$ cat src/rtl/ntt_scheduler.sv
// Address/twiddle sequencer for an in-place radix-2 forward NTT.
// Walks stages 1..LOG_N, issuing one butterfly per accepted handshake, draining the datapath between stages.
module ntt_scheduler #(
  parameter int N        = 256,
  parameter int LOG_N    = 8,
  parameter int PIPE_LAT = 4
) (
  input  logic             clk,
  input  logic             reset_n,
  input  logic             start,
  input  logic             abort,
  input  logic             bf_ready,
  output logic             bf_valid,
  output logic [LOG_N-1:0] addr_a,
  output logic [LOG_N-1:0] addr_b,
  output logic [LOG_N-2:0] tw_idx,
  output logic [3:0]       stage,
  output logic             busy,
  output logic             done
);

  // Index arithmetic is one bit wider than an address so j+m can reach N without wrapping.
  localparam int             IW         = LOG_N + 1;
  localparam int             AW         = LOG_N;
  localparam int             TW         = LOG_N - 1;
  localparam logic [IW-1:0]  N_W        = IW'(N);
  localparam logic [3:0]     LAST_S     = 4'(LOG_N);
  localparam bit             HAS_DRAIN  = (PIPE_LAT > 0);
  localparam logic [3:0]     DRAIN_LOAD = HAS_DRAIN ? 4'(PIPE_LAT - 1) : 4'd0;

  typedef enum logic [1:0] {
    S_IDLE,
    S_ISSUE,
    S_DRAIN,
    S_DONE
  } state_t;

  state_t         state_q, state_d;
  logic [3:0]     s_q, s_d;
  logic [AW-1:0]  k_q, k_d;
  logic [AW-1:0]  j_q, j_d;
  logic [3:0]     drain_q, drain_d;

  logic [IW-1:0]  m_cur;
  logic [IW-1:0]  half_cur;
  logic [IW-1:0]  j_step;
  logic           stage_end;

  logic [IW-1:0]  half_nxt;
  logic [3:0]     tw_shift;

  // NOTE: every variable gets a default before any branch, so no path leaves it unassigned and no latch is inferred.
  always_comb begin
    state_d   = state_q;
    s_d       = s_q;
    k_d       = k_q;
    j_d       = j_q;
    drain_d   = drain_q;
    stage_end = 1'b0;

    m_cur    = IW'(1) << s_q;
    half_cur = m_cur >> 1;
    j_step   = {1'b0, j_q} + m_cur;

    if (state_q != S_IDLE && abort) begin
      state_d = S_IDLE;
      s_d     = '0;
      k_d     = '0;
      j_d     = '0;
      drain_d = '0;
    end else begin
      unique case (state_q)
        S_IDLE: begin
          if (start) begin
            state_d = S_ISSUE;
            s_d     = 4'd1;
            k_d     = '0;
            j_d     = '0;
          end
        end
        S_ISSUE: begin
          if (bf_ready) begin
            if (j_step < N_W) begin
              j_d = j_step[AW-1:0];
            end else if ({1'b0, k_q} != half_cur - IW'(1)) begin
              k_d = k_q + AW'(1);
              j_d = k_q + AW'(1);
            end else if (HAS_DRAIN) begin
              state_d = S_DRAIN;
              drain_d = DRAIN_LOAD;
            end else begin
              stage_end = 1'b1;
            end
          end
        end
        S_DRAIN: begin
          if (drain_q == 4'd0) begin
            stage_end = 1'b1;
          end else begin
            drain_d = drain_q - 4'd1;
          end
        end
        S_DONE: begin
          state_d = S_IDLE;
          s_d     = '0;
        end
        default: state_d = S_IDLE;
      endcase

      // Shared by the DRAIN expiry and the zero-latency last handshake.
      if (stage_end) begin
        drain_d = '0;
        if (s_q == LAST_S) begin
          state_d = S_DONE;
        end else begin
          state_d = S_ISSUE;
          s_d     = s_q + 4'd1;
          k_d     = '0;
          j_d     = '0;
        end
      end
    end

    half_nxt = (IW'(1) << s_d) >> 1;
    tw_shift = LAST_S - s_d;
  end

  // Outputs are registered from the next-state values, so they align with the state register
  // and there is no combinational path from bf_ready to any output.
  // NOTE: sequential state uses non-blocking assignments so every register samples pre-edge values.
  always_ff @(posedge clk) begin
    if (!reset_n) begin
      state_q  <= S_IDLE;
      s_q      <= '0;
      k_q      <= '0;
      j_q      <= '0;
      drain_q  <= '0;
      bf_valid <= 1'b0;
      addr_a   <= '0;
      addr_b   <= '0;
      tw_idx   <= '0;
      stage    <= '0;
      busy     <= 1'b0;
      done     <= 1'b0;
    end else begin
      state_q  <= state_d;
      s_q      <= s_d;
      k_q      <= k_d;
      j_q      <= j_d;
      drain_q  <= drain_d;
      bf_valid <= (state_d == S_ISSUE);
      busy     <= (state_d != S_IDLE);
      done     <= (state_d == S_DONE);
      stage    <= s_d;
      if (state_d == S_ISSUE) begin
        addr_a <= j_d;
        addr_b <= AW'({1'b0, j_d} + half_nxt);
        tw_idx <= TW'(k_d << tw_shift);
      end else begin
        addr_a <= '0;
        addr_b <= '0;
        tw_idx <= '0;
      end
    end
  end

endmodule

$ cat config.mk
export PLATFORM = sky130hd
export DESIGN_NAME = ntt_scheduler
export DESIGN_NICKNAME = d
export VERILOG_FILES = /design/src/rtl/ntt_scheduler.sv
export SDC_FILE = /design/constraint.sdc
export NUM_CORES = 1
export LEC_CHECK = 0
export CORE_MARGIN = 3
export CORE_UTILIZATION = 45
export CTS_CLUSTER_SIZE = 14
export DETAILED_ROUTE_END_ITERATION = 7
export GPL_TIMING_DRIVEN = 0
export MAX_ROUTING_LAYER = met4
export PLACE_DENSITY = 0.66
export SYNTH_ARGS = -nofsm -noshare
export SYNTH_HDL_FRONTEND = slang
export SYNTH_SLANG_ARGS = --single-unit
$ cat constraint.sdc
create_clock -name clk -period 11.6 [get_ports clk]
set_input_delay 1.74 -clock clk [delete_from_list [all_inputs] [get_ports clk]]
set_output_delay 1.74 -clock clk [all_outputs]
set_load 0.005 [all_outputs]
==> impl_results.md <==
- Status: complete, no violations
- Number of synthesized register bits: 52
- ANT cells: 0
- Wirelength per Cell: 17.5 um
- R2r setup slk: 5550 ps
- Area leader, netlist: dfxtp_1
- CTS resizes: 0
- Die width: 98.9 um
- Setup_tns: 0 ps
- Layout area overhead: 14.4%
- WP data required: roughly 12000 ps
- TritonCTS Buffers: 5
- Largest net degree at the start of global routing: 17
- DR pass1 iterations: 5
- First-pass GRT wire length: 17700 um
- Yosys warnings: 0
- Nets: 561
- GRT Resource Usage Total: a little under a quarter
- I/O pin count: 35
- Number of synthesized flops with an enable pin: 0
- Worst path max stage delay: 440 ps
- FMAX: 165 MHz
- Final hold viol count: 0
- Layout cells sized above 1: approximately 7.1%
- Crit path to: addr_b[7]$_SDFF_PP0_
- Max_cap viols: 0
- Synth top area cells: dfxtp_1 27%, ha_1 11%, nor2_1 4.9%
- Synth unique cells: 72
- Leak pwr: ~1.8 nW
- RSZ-0062 raised after global routing: no
- Post-synth top area share: 26.8%
- DRC: 0
- Clock Sink Count: 52
- Port buffer count: 34
- Maximum fanout along the worst path: 10
- TritonCTS clock tree: yes
- Mean Syn Cell Area: 8.09 um^2
- Hold-fix buffers, CTS: 0
- Die Ht: 98.9 um
- Worst r2r dst: addr_b[7]$_SDFF_PP0_
- Via density: approximately 6
- Worst path arrival time: 6290 ps
- Final wirelength: 11000 um
- Most common cell in the netlist: dfxtp_1
- Crit. End Element: register
- CORE AREA: 8300 um^2
- H-tree levels: 2
- Post-Syn Instances: 480
- Crit start category: register
- Total gr overflow: 0
- Post-synth top cells: 52 x dfxtp_1, 51 x nor2_1, 33 x ha_1, 33 x nand2_1
- Placer congestion estimate: 0.910
- Root Driver: clkbuf_8
- Setup-failing EPs final: 0
- Worst-path clk slew: 100 ps
- R2R cell count: 25
- Post-CTS setup buffers: 0
- Mapped Area: 3880 um^2
- DP Wirelength: 8580 um
- DR iter-0 viols: roughly 250
- Detailed-route via count: around 3700
- Initial antenna violation count: 0
- Power density over cell area: 80.9 nW/um^2
- Max IR drop VDD: 0.0000850 V
- Slowest cell on crit path: buf_1
- Min-Delay Path Class: register to register
- Critical hold path startpoint: drain_q[0]$_SDFFE_PP0P_
- Die area: 9780 um^2
- Ys async rst share: 0%
- Final worst slack: 5550 ps
- Seq/Total Area, Yosys: 26.8%
- Worst rel slew slack: 24.3%
- Clock Tree Buf Depth: 2
- Worst reg2reg path startpoint: s_q[0]$_SDFF_PN0_
- Vias in the first global route: 3504
- Least-Margin Pin Slew: 1120 ps
- Top FF cell, synth: dfxtp_1
- Layout Skew: 10.7 ps
- Fillers: 820
- Crit. Startpoint: s_q[0]$_SDFF_PN0_
- Final ANT Viol Nets: 0
- Min cycle time layout: 6050 ps
- Final max-slew violation count: 0
- CP dominant cell by count: a21oi_1
- Initial Utilization: 46.8%
- Syn_nets: 520
- Row count: 33
- Clock latency on the worst-skew pair: 310 ps
- Period utilization: a little over half
- Setup WS pre-CTS: approximately 5600 ps
- Crit Path Category: register to register
## routing by layer
layer | wire (um) | global-route usage (%)
met5 | 0 | -
met4 | 406 | 8.40
met3 | 501 | 3.40
met2 | 5020 | 36.0
met1 | 5020 | 30.5
## where the power goes
group	internal [mW]	total (mW)	switching [mW]
logic	0.0260	0.0695	0.0435
registers	0.181	0.183	0.00169
clock network	0.0431	0.107	0.0637
total	0.250	0.359	0.109
## registers in the layout (all words and copies together) (netlist names), 2 cells and up
| signal | count |
|---|---|
| state_q | 2 |
| s_q | 4 |
| addr_b | 8 |
| j_q | 8 |
| tw_idx | 7 |
| k_q | 8 |
| addr_a | 8 |
| drain_q | 4 |
## kinds of logic after synthesis
logic type,count (synthesis),synth area share (%)
buffers and inverters,52,5.67
muxes,3,1.93
and+or+nand+nor,180,24.2
adders and majority gates,35,11.7
DFF,52,26.8
xor gates and xnor gates,26,5.87
AOI/OAI and AO/OA,132,23.8
## critical path, delay by kind of cell, from the launching register on
kind,cells,cell delay (ps)
flip-flops,1,380
adder cells (fa/ha/maj),4,1150
AO/OA/AOI/OAI,9,1670
XOR/XNOR,1,120
AND/OR/NAND/NOR,6,1490
buffers and inverters,5,1150
## worst min-delay path by stage
stage                     cells past startpoint  slack [ps]                      end
after floorplan                               1         480  drain_q[0]$_SDFFE_PP0P_
after global placement                        1         490  drain_q[0]$_SDFFE_PP0P_
after detailed placement                      1         510  drain_q[0]$_SDFFE_PP0P_
after CTS                                     1         520  drain_q[0]$_SDFFE_PP0P_
after global routing                          1         560  drain_q[0]$_SDFFE_PP0P_
final                                         1         510  drain_q[0]$_SDFFE_PP0P_
## placed cells by master (no fill, tap or decap), drive strengths merged, types with 5 or more instances in the layout
cell           synthesis  final
dfxtp                 52     52
nor2                  52     52
clkdlybuf4s50          0     34
nand2                 33     33
ha                    33     33
inv                   31     31
a21oi                 31     31
o21ai                 25     25
xnor2                 17     17
clkbuf                 9     15
and2                  14     14
nor2b                 12     12
nand3                 12     12
nor3                  12     12
buf                   12     12
and3                  11     11
xor2                   9      9
o22ai                  7      7
a21boi                 6      6
nor4                   6      6
o31ai                  6      6
or3                    6      6
or4                    6      6
a21o                   5      5
o21a                   5      5
## area by class of cell
type                       instances  area, um^2  area share [%]
clock buffer                       6        72.6            1.63
multi-input combinational        376        2620            59.0
inverter                          31         116            2.62
timing repair buffer              34         340            7.66
buffer                            21         104            2.34
clock inverter                     2        16.3           0.366
sequential                        52        1040            23.4
tap                              105         131            2.96
## stage by stage
stage	utilization [%]	power [mW]	hold slack (ps)	cells	cell area (um^2)
final	53.5	0.359	514	627	4440
after global routing	53.5	0.377	559	627	4440
after CTS	53.5	0.360	522	627	4440
after detailed placement	52.4	0.255	509	619	4350
after global placement	52.4	0.254	494	619	4350
after floorplan	-	0.234	477	480	3880
No activity file was read; power rests on OpenSTA's default activity.
